`config.mk`:
```
export PLATFORM = sky130hd
export DESIGN_NAME = clock_field_counter_flat
export DESIGN_NICKNAME = d
export VERILOG_FILES = /design/src/rtl/clock_field_counter_if.sv /design/src/rtl/clock_field_counter.sv /design/src/flat_wrapper.sv
export SDC_FILE = /design/constraint.sdc
export NUM_CORES = 1
export LEC_CHECK = 0
export CAP_MARGIN = 20
export CORE_ASPECT_RATIO = 1.25
export CORE_UTILIZATION = 40
export DETAILED_ROUTE_END_ITERATION = 10
export PLACE_DENSITY_LB_ADDON = 0.12
export SLEW_MARGIN = 20
export SYNTH_ARGS = -nofsm -noshare
export SYNTH_HDL_FRONTEND = slang
export SYNTH_SLANG_ARGS = --single-unit
```
`constraint.sdc`:
```
create_clock -name clk -period 2.6 [get_ports clk]
set_clock_uncertainty 0.1 [all_clocks]
set_input_delay 0.52 -clock clk [delete_from_list [all_inputs] [get_ports clk]]
set_output_delay 0.52 -clock clk [all_outputs]
set_load 0.005 [all_outputs]
```
`src/rtl/clock_field_counter_if.sv`:
```
`default_nettype none
// ============================================================================
// Module      : clock_field_counter_if
// Description : Control/status bundle of one clock field counter.
// Revision    : 1.0 - initial release
// ============================================================================
interface clock_field_counter_if #(
    parameter int WIDTH = 8
) ();
    logic             tick_in;
    logic [1:0]       mode;
    logic             adj_up;
    logic             adj_dn;
    logic [WIDTH-1:0] count_out;
    logic [WIDTH-1:0] alarm_out;
    logic             carry_out;
    logic             match_out;

    modport master (
        output tick_in, mode, adj_up, adj_dn,
        input  count_out, alarm_out, carry_out, match_out
    );

    modport slave (
        input  tick_in, mode, adj_up, adj_dn,
        output count_out, alarm_out, carry_out, match_out
    );
endinterface
`default_nettype wire

```
`src/rtl/clock_field_counter.sv`:
```
`default_nettype none
// ============================================================================
// Module      : clock_field_counter
// Description : Modulo counter for one time-of-day field with adjust
//               buttons (edge + hold-to-repeat) and a shadow alarm register.
// Revision    : 1.0 - initial release
// ============================================================================
module clock_field_counter #(
    parameter int MODULUS     = 60,
    parameter int WIDTH       = 8,
    parameter int HOLD_CYCLES = 500,
    parameter int REPEAT_CYC  = 100
) (
    input  wire logic             clk,
    input  wire logic             reset,
    clock_field_counter_if.slave  bus
);

    localparam logic [1:0] c_mode_run   = 2'b00;
    localparam logic [1:0] c_mode_set_t = 2'b01;
    localparam logic [1:0] c_mode_set_a = 2'b10;

    localparam int c_hold_max = (HOLD_CYCLES > REPEAT_CYC) ? HOLD_CYCLES : REPEAT_CYC;
    localparam int c_cw       = $clog2(c_hold_max + 1);

    localparam logic [c_cw-1:0]  c_hold = c_cw'(HOLD_CYCLES);
    localparam logic [c_cw-1:0]  c_rep  = c_cw'(REPEAT_CYC);
    localparam logic [c_cw-1:0]  c_one  = c_cw'(1);
    localparam logic [WIDTH-1:0] c_max  = WIDTH'(MODULUS - 1);

    // Out-of-range values collapse to 0 on any step.
    function automatic logic [WIDTH-1:0] f_inc(input logic [WIDTH-1:0] v);
        return (v >= c_max) ? '0 : v + 1'b1;
    endfunction

    function automatic logic [WIDTH-1:0] f_dec(input logic [WIDTH-1:0] v);
        if (v > c_max)
            return '0;
        else if (v == '0)
            return c_max;
        else
            return v - 1'b1;
    endfunction

    logic [WIDTH-1:0] r_count;
    logic [WIDTH-1:0] r_alarm;
    logic             r_match;
    logic [1:0]       r_mode_prev;
    logic [WIDTH-1:0] w_count_nxt;
    logic [WIDTH-1:0] w_alarm_nxt;
    logic [1:0]       w_lvl;
    logic [1:0]       w_step;
    logic             w_both;
    logic             w_mode_chg;

    assign w_lvl      = {bus.adj_dn, bus.adj_up};
    assign w_both     = bus.adj_up & bus.adj_dn;
    assign w_mode_chg = (bus.mode != r_mode_prev);

    // Per button: edge flop, armed flag (set by a real press), hold/repeat timer.
    // r_prev resets high so a button held through reset needs a fresh press.
    for (genvar b = 0; b < 2; b++) begin : g_btn
        logic            r_prev;
        logic            r_armed;
        logic            r_rep;
        logic [c_cw-1:0] r_cnt;
        logic            w_rise;
        logic            w_fire;
        logic            w_block;

        assign w_block = w_both | w_mode_chg;
        assign w_rise  = w_lvl[b] & ~r_prev;
        assign w_fire  = r_armed & w_lvl[b] & (r_rep ? (r_cnt == c_rep) : (r_cnt == c_hold));
        assign w_step[b] = ~w_block & (w_rise | w_fire);

        always_ff @(posedge clk) begin
            if (reset) begin
                r_prev  <= 1'b1;
                r_armed <= 1'b0;
                r_rep   <= 1'b0;
                r_cnt   <= '0;
            end else begin
                r_prev <= w_lvl[b];
                if (w_block || !w_lvl[b]) begin
                    r_armed <= 1'b0;
                    r_rep   <= 1'b0;
                    r_cnt   <= '0;
                end else if (w_rise) begin
                    r_armed <= 1'b1;
                    r_rep   <= 1'b0;
                    r_cnt   <= c_one;
                end else if (r_armed) begin
                    if (w_fire) begin
                        r_rep <= 1'b1;
                        r_cnt <= c_one;
                    end else begin
                        r_cnt <= r_cnt + c_one;
                    end
                end
            end
        end
    end

    always_comb begin
        w_count_nxt = r_count;
        w_alarm_nxt = r_alarm;
        case (bus.mode)
            c_mode_run: begin
                if (bus.tick_in)
                    w_count_nxt = f_inc(r_count);
            end
            c_mode_set_t: begin
                if (w_step[0])
                    w_count_nxt = f_inc(r_count);
                else if (w_step[1])
                    w_count_nxt = f_dec(r_count);
            end
            c_mode_set_a: begin
                if (bus.tick_in)
                    w_count_nxt = f_inc(r_count);
                if (w_step[0])
                    w_alarm_nxt = f_inc(r_alarm);
                else if (w_step[1])
                    w_alarm_nxt = f_dec(r_alarm);
            end
            default: begin
                w_count_nxt = r_count;
                w_alarm_nxt = r_alarm;
            end
        endcase
    end

    always_ff @(posedge clk) begin
        if (reset) begin
            r_count     <= '0;
            r_alarm     <= '0;
            r_match     <= 1'b1;
            r_mode_prev <= bus.mode;
        end else begin
            r_count     <= w_count_nxt;
            r_alarm     <= w_alarm_nxt;
            r_match     <= (r_count == r_alarm);
            r_mode_prev <= bus.mode;
        end
    end

    // Lookahead carry: asserted in the same cycle as the wrap it announces.
    assign bus.carry_out = ~reset & bus.tick_in & (r_count == c_max) &
                           ((bus.mode == c_mode_run) | (bus.mode == c_mode_set_a));
    assign bus.count_out = r_count;
    assign bus.alarm_out = r_alarm;
    assign bus.match_out = r_match;

endmodule
`default_nettype wire
```
`src/flat_wrapper.sv`:
```
// flat-port wrapper written by rule: the top's interface ports become plain ports
module clock_field_counter_flat 
#(
    parameter int MODULUS     = 60,
    parameter int WIDTH       = 8,
    parameter int HOLD_CYCLES = 500,
    parameter int REPEAT_CYC  = 100
)
  (clk, reset, bus_tick_in, bus_mode, bus_adj_up, bus_adj_dn, bus_count_out, bus_alarm_out, bus_carry_out, bus_match_out);
  clock_field_counter_if #(.WIDTH(WIDTH)) bus_i ();
  input  wire logic clk;
  input  wire logic reset;
  input wire logic [$bits(bus_i.tick_in)-1:0] bus_tick_in;
  input wire logic [$bits(bus_i.mode)-1:0] bus_mode;
  input wire logic [$bits(bus_i.adj_up)-1:0] bus_adj_up;
  input wire logic [$bits(bus_i.adj_dn)-1:0] bus_adj_dn;
  output wire logic [$bits(bus_i.count_out)-1:0] bus_count_out;
  output wire logic [$bits(bus_i.alarm_out)-1:0] bus_alarm_out;
  output wire logic [$bits(bus_i.carry_out)-1:0] bus_carry_out;
  output wire logic [$bits(bus_i.match_out)-1:0] bus_match_out;
  assign bus_i.tick_in = bus_tick_in;
  assign bus_i.mode = bus_mode;
  assign bus_i.adj_up = bus_adj_up;
  assign bus_i.adj_dn = bus_adj_dn;
  assign bus_count_out = bus_i.count_out;
  assign bus_alarm_out = bus_i.alarm_out;
  assign bus_carry_out = bus_i.carry_out;
  assign bus_match_out = bus_i.match_out;
  clock_field_counter #(.MODULUS(MODULUS), .WIDTH(WIDTH), .HOLD_CYCLES(HOLD_CYCLES), .REPEAT_CYC(REPEAT_CYC)) u_core (.clk(clk), .reset(reset), .bus(bus_i));
endmodule
```
; ---- Word level (Yosys, flattened, before mapping)
; Index checks and enable logic that the tools add are counted.
; W data, S select, Z words.
[op_classes]
mux = 20
n_mul = 0
addsub = 6
magnitude_cmp = 4
reduce_logical = 20
shift = 0
eq_ne = 11
n_bitwise = 20
div = 0
[op_table]
columns = op, n
row1 = $mux W8, 11
row2 = $add A9 B1 Y9 const B, 2
row3 = $eq A9 B7 Y1 const B, 2
row4 = $eq A9 B9 Y1 const B, 2
row5 = $mux W9, 2
row6 = $add A8 B1 Y8 const B, 2
row7 = $ge A8 B6 Y1 const B, 2
row8 = $gt A8 B6 Y1 const B, 2
row9 = $logic_not A8 Y1, 2
row10 = $pmux W8 S2, 1
row11 = $sub A8 B1 Y8 const B, 2
row12 = $and A1 B1 Y1, 12
row13 = $eq A8 B6 Y1 const B, 1
row14 = $eq A8 B8 Y1, 1
row15 = $reduce_bool A2 Y1, 4
row16 = $mux W1, 6
row17 = $reduce_and A2 Y1, 3
row18 = $reduce_or A2 Y1, 3
row19 = $reduce_or A3 Y1, 2
row20 = $not A1 Y1, 4
row21 = $or A1 B1 Y1, 4
row22 = $ne A3 B1 Y1 const B, 1
row23 = $reduce_and A3 Y1, 1
row24 = $eq A2 B1 Y1 const B, 1
row25 = 6 further kinds, 8
[word_totals]
memories = 0
word_cells = 95
rom_bits = 0
latch_bits = 0
inputBits = 7
ramBits = 0
regBits = 43
output_inout_bits = 18

; ---- Logic depth before layout (Yosys ltp)
[depth]
ltp_word = 8
mapped_depth = 9
ltp_nobuf = 8

; ---- Least setup slack after synthesis
; No wires, ideal clock.
[synth_timing]
path_type = register -> register
startpoint = reg u_core.g_btn[0].r_cnt[4]
endpoint = reg u_core.r_alarm[5] (netlist: u_core.bus.alarm_out[5])
setup_time_ns = 0.134
path_stages_with_launch = 8
setup_slack_ns = 0.307
period_less_slack_ns = 2.293
required_time_ns = 2.366
n_path_buf = 1
arrival_ns = 2.059
cell_sequence = dfxtp_1 -> or4b_1 -> a2111o_1 -> a21oi_2 -> buf_4 -> nor3_1 -> a311oi_1 -> nor3_1
[synth_via]
elab_chain_cells = 7
word_cells_on_any_way = 9
classes_between = eq/ne (2) / mux (2) / bitwise (3) / reduce/logical (2)
[synth_lines]
columns = element, line
row1 = from (decl), clock_field_counter.sv:66  ; logic [c_cw-1:0] r_cnt;
row2 = from (signal assigned), clock_field_counter.sv:91  ; r_cnt <= c_one;
row3 = from (signal assigned), clock_field_counter.sv:95  ; r_cnt <= c_one;
row4 = from (signal assigned), clock_field_counter.sv:97  ; r_cnt <= r_cnt + c_one;
row5 = $eq A9 B9 Y1 / $eq A9 B7 Y1 (equally long branches), clock_field_counter.sv:73  ; assign w_fire = r_armed & w_lvl[b] & (r_rep ? (r_cnt == c_rep) : (r_cnt == c_hold));
row6 = $mux W1 (*), clock_field_counter.sv:73
row7 = $and A1 B1 Y1 (*), clock_field_counter.sv:73
row8 = $or A1 B1 Y1 (*), clock_field_counter.sv:74  ; assign w_step[b] = ~w_block & (w_rise | w_fire);
row9 = $and A1 B1 Y1 (*), clock_field_counter.sv:74
row10 = $reduce_bool A2 Y1 (no line), --
row11 = $reduce_and A2 Y1 (no line), --
row12 = to (signal assigned), clock_field_counter.sv:141  ; r_alarm <= w_alarm_nxt;
row13 = to (decl), clock_field_counter.sv:46  ; logic [WIDTH-1:0] r_alarm;
; Every way passes the cells marked *; elsewhere a longest branch is shown, timed or not.
; A chain may end at the register's enable or synchronous reset.

; ---- Final worst setup path
[layout_timing]
startpoint = in bus_tick_in
endpoint = out bus_carry_out
[layout_via]
elab_chain_cells = 3
[layout_lines]
columns = element, line
row1 = from (decl), flat_wrapper.sv:13  ; input wire logic [$bits(bus_i.tick_in)-1:0] bus_tick_in;
row2 = $and A1 B1 Y1 (3 in series), clock_field_counter.sv:148  ; assign bus.carry_out = ~reset & bus.tick_in & (r_count == c_max) &
row3 = to (decl), flat_wrapper.sv:19  ; output wire logic [$bits(bus_i.carry_out)-1:0] bus_carry_out;
; No other way between the ends.

==> load_flow_metrics.sql <==
INSERT INTO impl_metrics (metric_group, metric, value, unit) VALUES
('outcome', 'run_status', 'finished clean', ''),
('cts', 'postCtsHoldBufs', '0', ''),
('pwr', 'power_leakage', '1.21', 'nW'),
('timing', 'finalWorstPathRequiredPeriod', '2.52', 'ns'),
('die', 'initial_utilization', '0.413', ''),
('die', 'die_width', '75.4', 'µm'),
('route', 'detailroute.via_count', '2511', ''),
('cts', 'tritoncts', 'yes', ''),
('route', 'routed_via_density', '5.35', ''),
('route', 'remaining_routing_drc_violations', '0', ''),
('worst_setup_path', 'cpMaxStageDelayCell', 'sky130_fd_sc_hd__clkdlybuf4s50_1', ''),
('grt', 'grt_pass1_vias', '2462', ''),
('cts', 'cts_inserted_buffers', '5', ''),
('route', 'route.antenna.remaining_nets', '0', ''),
('place', 'preCtsSetupSlack', '-0.203', 'ns'),
('cts', 'cts.path.max_buffers', '2', ''),
('route', 'detail_route.wirelength', '6.51', 'mm'),
('grt', 'antenna_found_initial', '0', ''),
('grt', 'gr-total-overflow', '0', ''),
('cts', 'cts_num_sinks', '43', ''),
('timing', 'fmaxAchievable', '396', 'MHz'),
('yosys', 'multiplexer_share_of_the_synthesized_area', '0.0149', ''),
('yosys', 'synth-adder-area-share', '0.0464', ''),
('yosys', 'yosysTopAreaCellShare', '0.320', ''),
('grt', 'groute.usage.overall', '0.197', ''),
('worst_setup_path', 'crit_chain', 'clkdlybuf4s50_1 -> nor2b_2 -> nor4bb_4 -> clkdlybuf4s50_1', ''),
('yosys', 'synth_cells', '333', ''),
('worst_setup_path', 'cpPeakStageDelay', '0.53', 'ns'),
('yosys', 'seq_area_frac_synth', '0.320', ''),
('yosys', 'post_synth_xor_area_fraction', '0.111', ''),
('worst_setup_path', 'critical_path_buf_inv_count', '2', ''),
('final_layout', 'layout-area-overhead-vs-synth', '25.1', '%'),
('die', 'floorplan.rows', '33', ''),
('place', 'place.detailed.hpwl', '4.78', 'mm'),
('pwr', 'finalPower', '1.44', 'mW'),
('final_layout', 'drive_above_1_share', '0.162', ''),
('yosys', 'ys.warnings.count', '0', ''),
('yosys', 'synthDistinctLibCells', '59', ''),
('timing', 'rsz0062_at_grt', 'no', ''),
('yosys', 'syn_avg_cell_area', '8.09', 'µm²'),
('final_layout', 'antennaDiodeCount', '0', ''),
('place', 'placed_cell_area', '3240', 'µm²'),
('final_layout', 'finish.utilization', '0.517', ''),
('die', 'die_area', '7070', 'µm²'),
('yosys', 'synthTopCellsByCount', 'sky130_fd_sc_hd__dfxtp_1, sky130_fd_sc_hd__nor2_1, sky130_fd_sc_hd__nand3_1', ''),
('grt', 'pin_count_of_the_biggest_net_entering_global_routing', '23', ''),
('place', 'port_bufs', '24', ''),
('min_path', 'timing.hold.worst.class', 'register to register', ''),
('pwr', 'power-per-cell-area', '428', 'nW/µm²'),
('yosys', 'area_fraction_in_compound_gates_after_synthesis', '0.172', ''),
('cts', 'clock_pin_slew_on_the_worst_setup_and_hold_paths', '0.08', 'ns'),
('timing', 'finalCritPeriodShare', '0.971', ''),
('timing', 'timing_worst_slew_pin_value', '0.484', 'ns'),
('cts', 'clockRootBuffer', 'sky130_fd_sc_hd__clkbuf_8', ''),
('yosys', 'synth_nets', '350', ''),
('timing', 'timing.max_slew.rel_slack', '0.675', ''),
('place', 'place.gp.congestion', '0.883', ''),
('grt', 'grt_first_pass_wirelength', '11.0', 'mm'),
('yosys', 'synth-edff-count', '0', ''),
('timing', 'worst_slack', '0.0766', 'ns'),
('route', 'detail_route.iter0.violations', '60', ''),
('cts', 'worst_skew_pair.late_latency', '0.30', 'ns'),
('cts', 'h-tree-depth', '2', ''),
('worst_setup_path', 'cpLargestDelayFamily', 'buffers and inverters', ''),
('worst_setup_path', 'critical_path_required', '1.98', 'ns'),
('worst_setup_path', 'setup.worst_path.end_class', 'output pin', ''),
('die', 'floorplan.io_pins', '25', ''),
('yosys', 'synth_area_leaders', 'sky130_fd_sc_hd__dfxtp_1, sky130_fd_sc_hd__xor2_1, sky130_fd_sc_hd__nor2_1', ''),
('yosys', 'synth.largest_area_cell', 'sky130_fd_sc_hd__dfxtp_1', ''),
('yosys', 'postSynth.asyncResetShare', '0', ''),
('route', 'wl_per_cell', '13.9', 'µm');
## stage by stage
step	hold WS, ns	setup TNS, ns	cells
final	0.389	0	469
after global routing	0.410	0	469
after CTS	0.389	0	469
after detailed placement	0.375	-0.816	461
after global placement	0.377	-0.449	461
after floorplan	0.358	0	333
## where the power goes
group	internal, mW	switching (mW)
Sequential	0.674	0.0125
Clock	0.243	0.231
Combinational	0.138	0.144
Total	1.06	0.388
## repair_timing
item                       in CTS  in global routing
pin swaps                       1                  0
setup endpoints to repair       1                  7
hold endpoints to repair        0                  0
gates resized for setup         2                  4
## final cells by class
class,count,area (µm²),area share
multi-input combinational,258,1720,0.510
sequential,43,861,0.255
clock buffer,8,100,0.0297
timing repair buffer,59,528,0.157
inverter,14,52.6,0.0156
tap,87,109,0.0323
## routing by layer
metal	global-route usage	vias to the layer above	part of all wire	wire, µm
met2	0.348	35	0.50	3240
li1	-	1286	-	-
met4	0.0571	0	0.0098	64
met3	0.0311	7	0.026	167
met5	0	-	0	0
met1	0.240	1183	0.47	3040
## cells by family (layout without fill, tap and decap cells)
group | after synthesis | in the layout
simple gates | 149 | 149
buf+inv | 32 | 81
mux | 4 | 4
fa+ha+maj | 10 | 10
compound gates | 61 | 61
flops | 43 | 43
xor+xnor | 34 | 34
## path summary, 6_finish.rpt
| kind | start | end | slack [ns] | cells after the start |
|---|---|---|---|---|
| setup / recovery | bus_tick_in | bus_carry_out | 0.08 | 4 |
| hold / removal | u_core.g_btn[1].r_prev | u_core.g_btn[1].r_rep | 0.39 | 1 |
| setup reg to reg | u_core.g_btn[0].r_cnt[8] | u_core.bus.alarm_out[1] | 0.22 | 7 |
| hold reg to reg | u_core.g_btn[1].r_prev | u_core.g_btn[1].r_rep | 0.39 | 1 |
## registers in the layout, indices dropped and copies added, names as in the netlist
register	cells
u_core.g_btn.r_armed	2
u_core.bus.alarm_out	8
u_core.g_btn.r_cnt	18
u_core.g_btn.r_rep	2
u_core.bus.match_out	1
u_core.bus.count_out	8
u_core.g_btn.r_prev	2
u_core.r_mode_prev	2
## placed cells by master, fill, tap and decap left out, drive strengths merged, types with 2 or more instances in the layout
cell type	count
o31a	2
nor3	16
a211oi	4
clkbuf	8
or2	5
nand3	23
xor2	21
a22oi	2
a41oi	2
or4b	2
nor4	4
nand4b	3
o21ai	13
o31ai	5
a311oi	3
mux2i	4
buf	35
dfxtp	43
clkdlybuf4s50	24
nand2	19
o311a	2
nor2b	4
nor2	42
and3	4
nand3b	2
and2	3
o2111a	2
ha	10
nand4	14
xnor2	13
a41o	2
inv	14
or3	2
a21oi	13
nand2b	3
(Power assumes the default switching activity.)
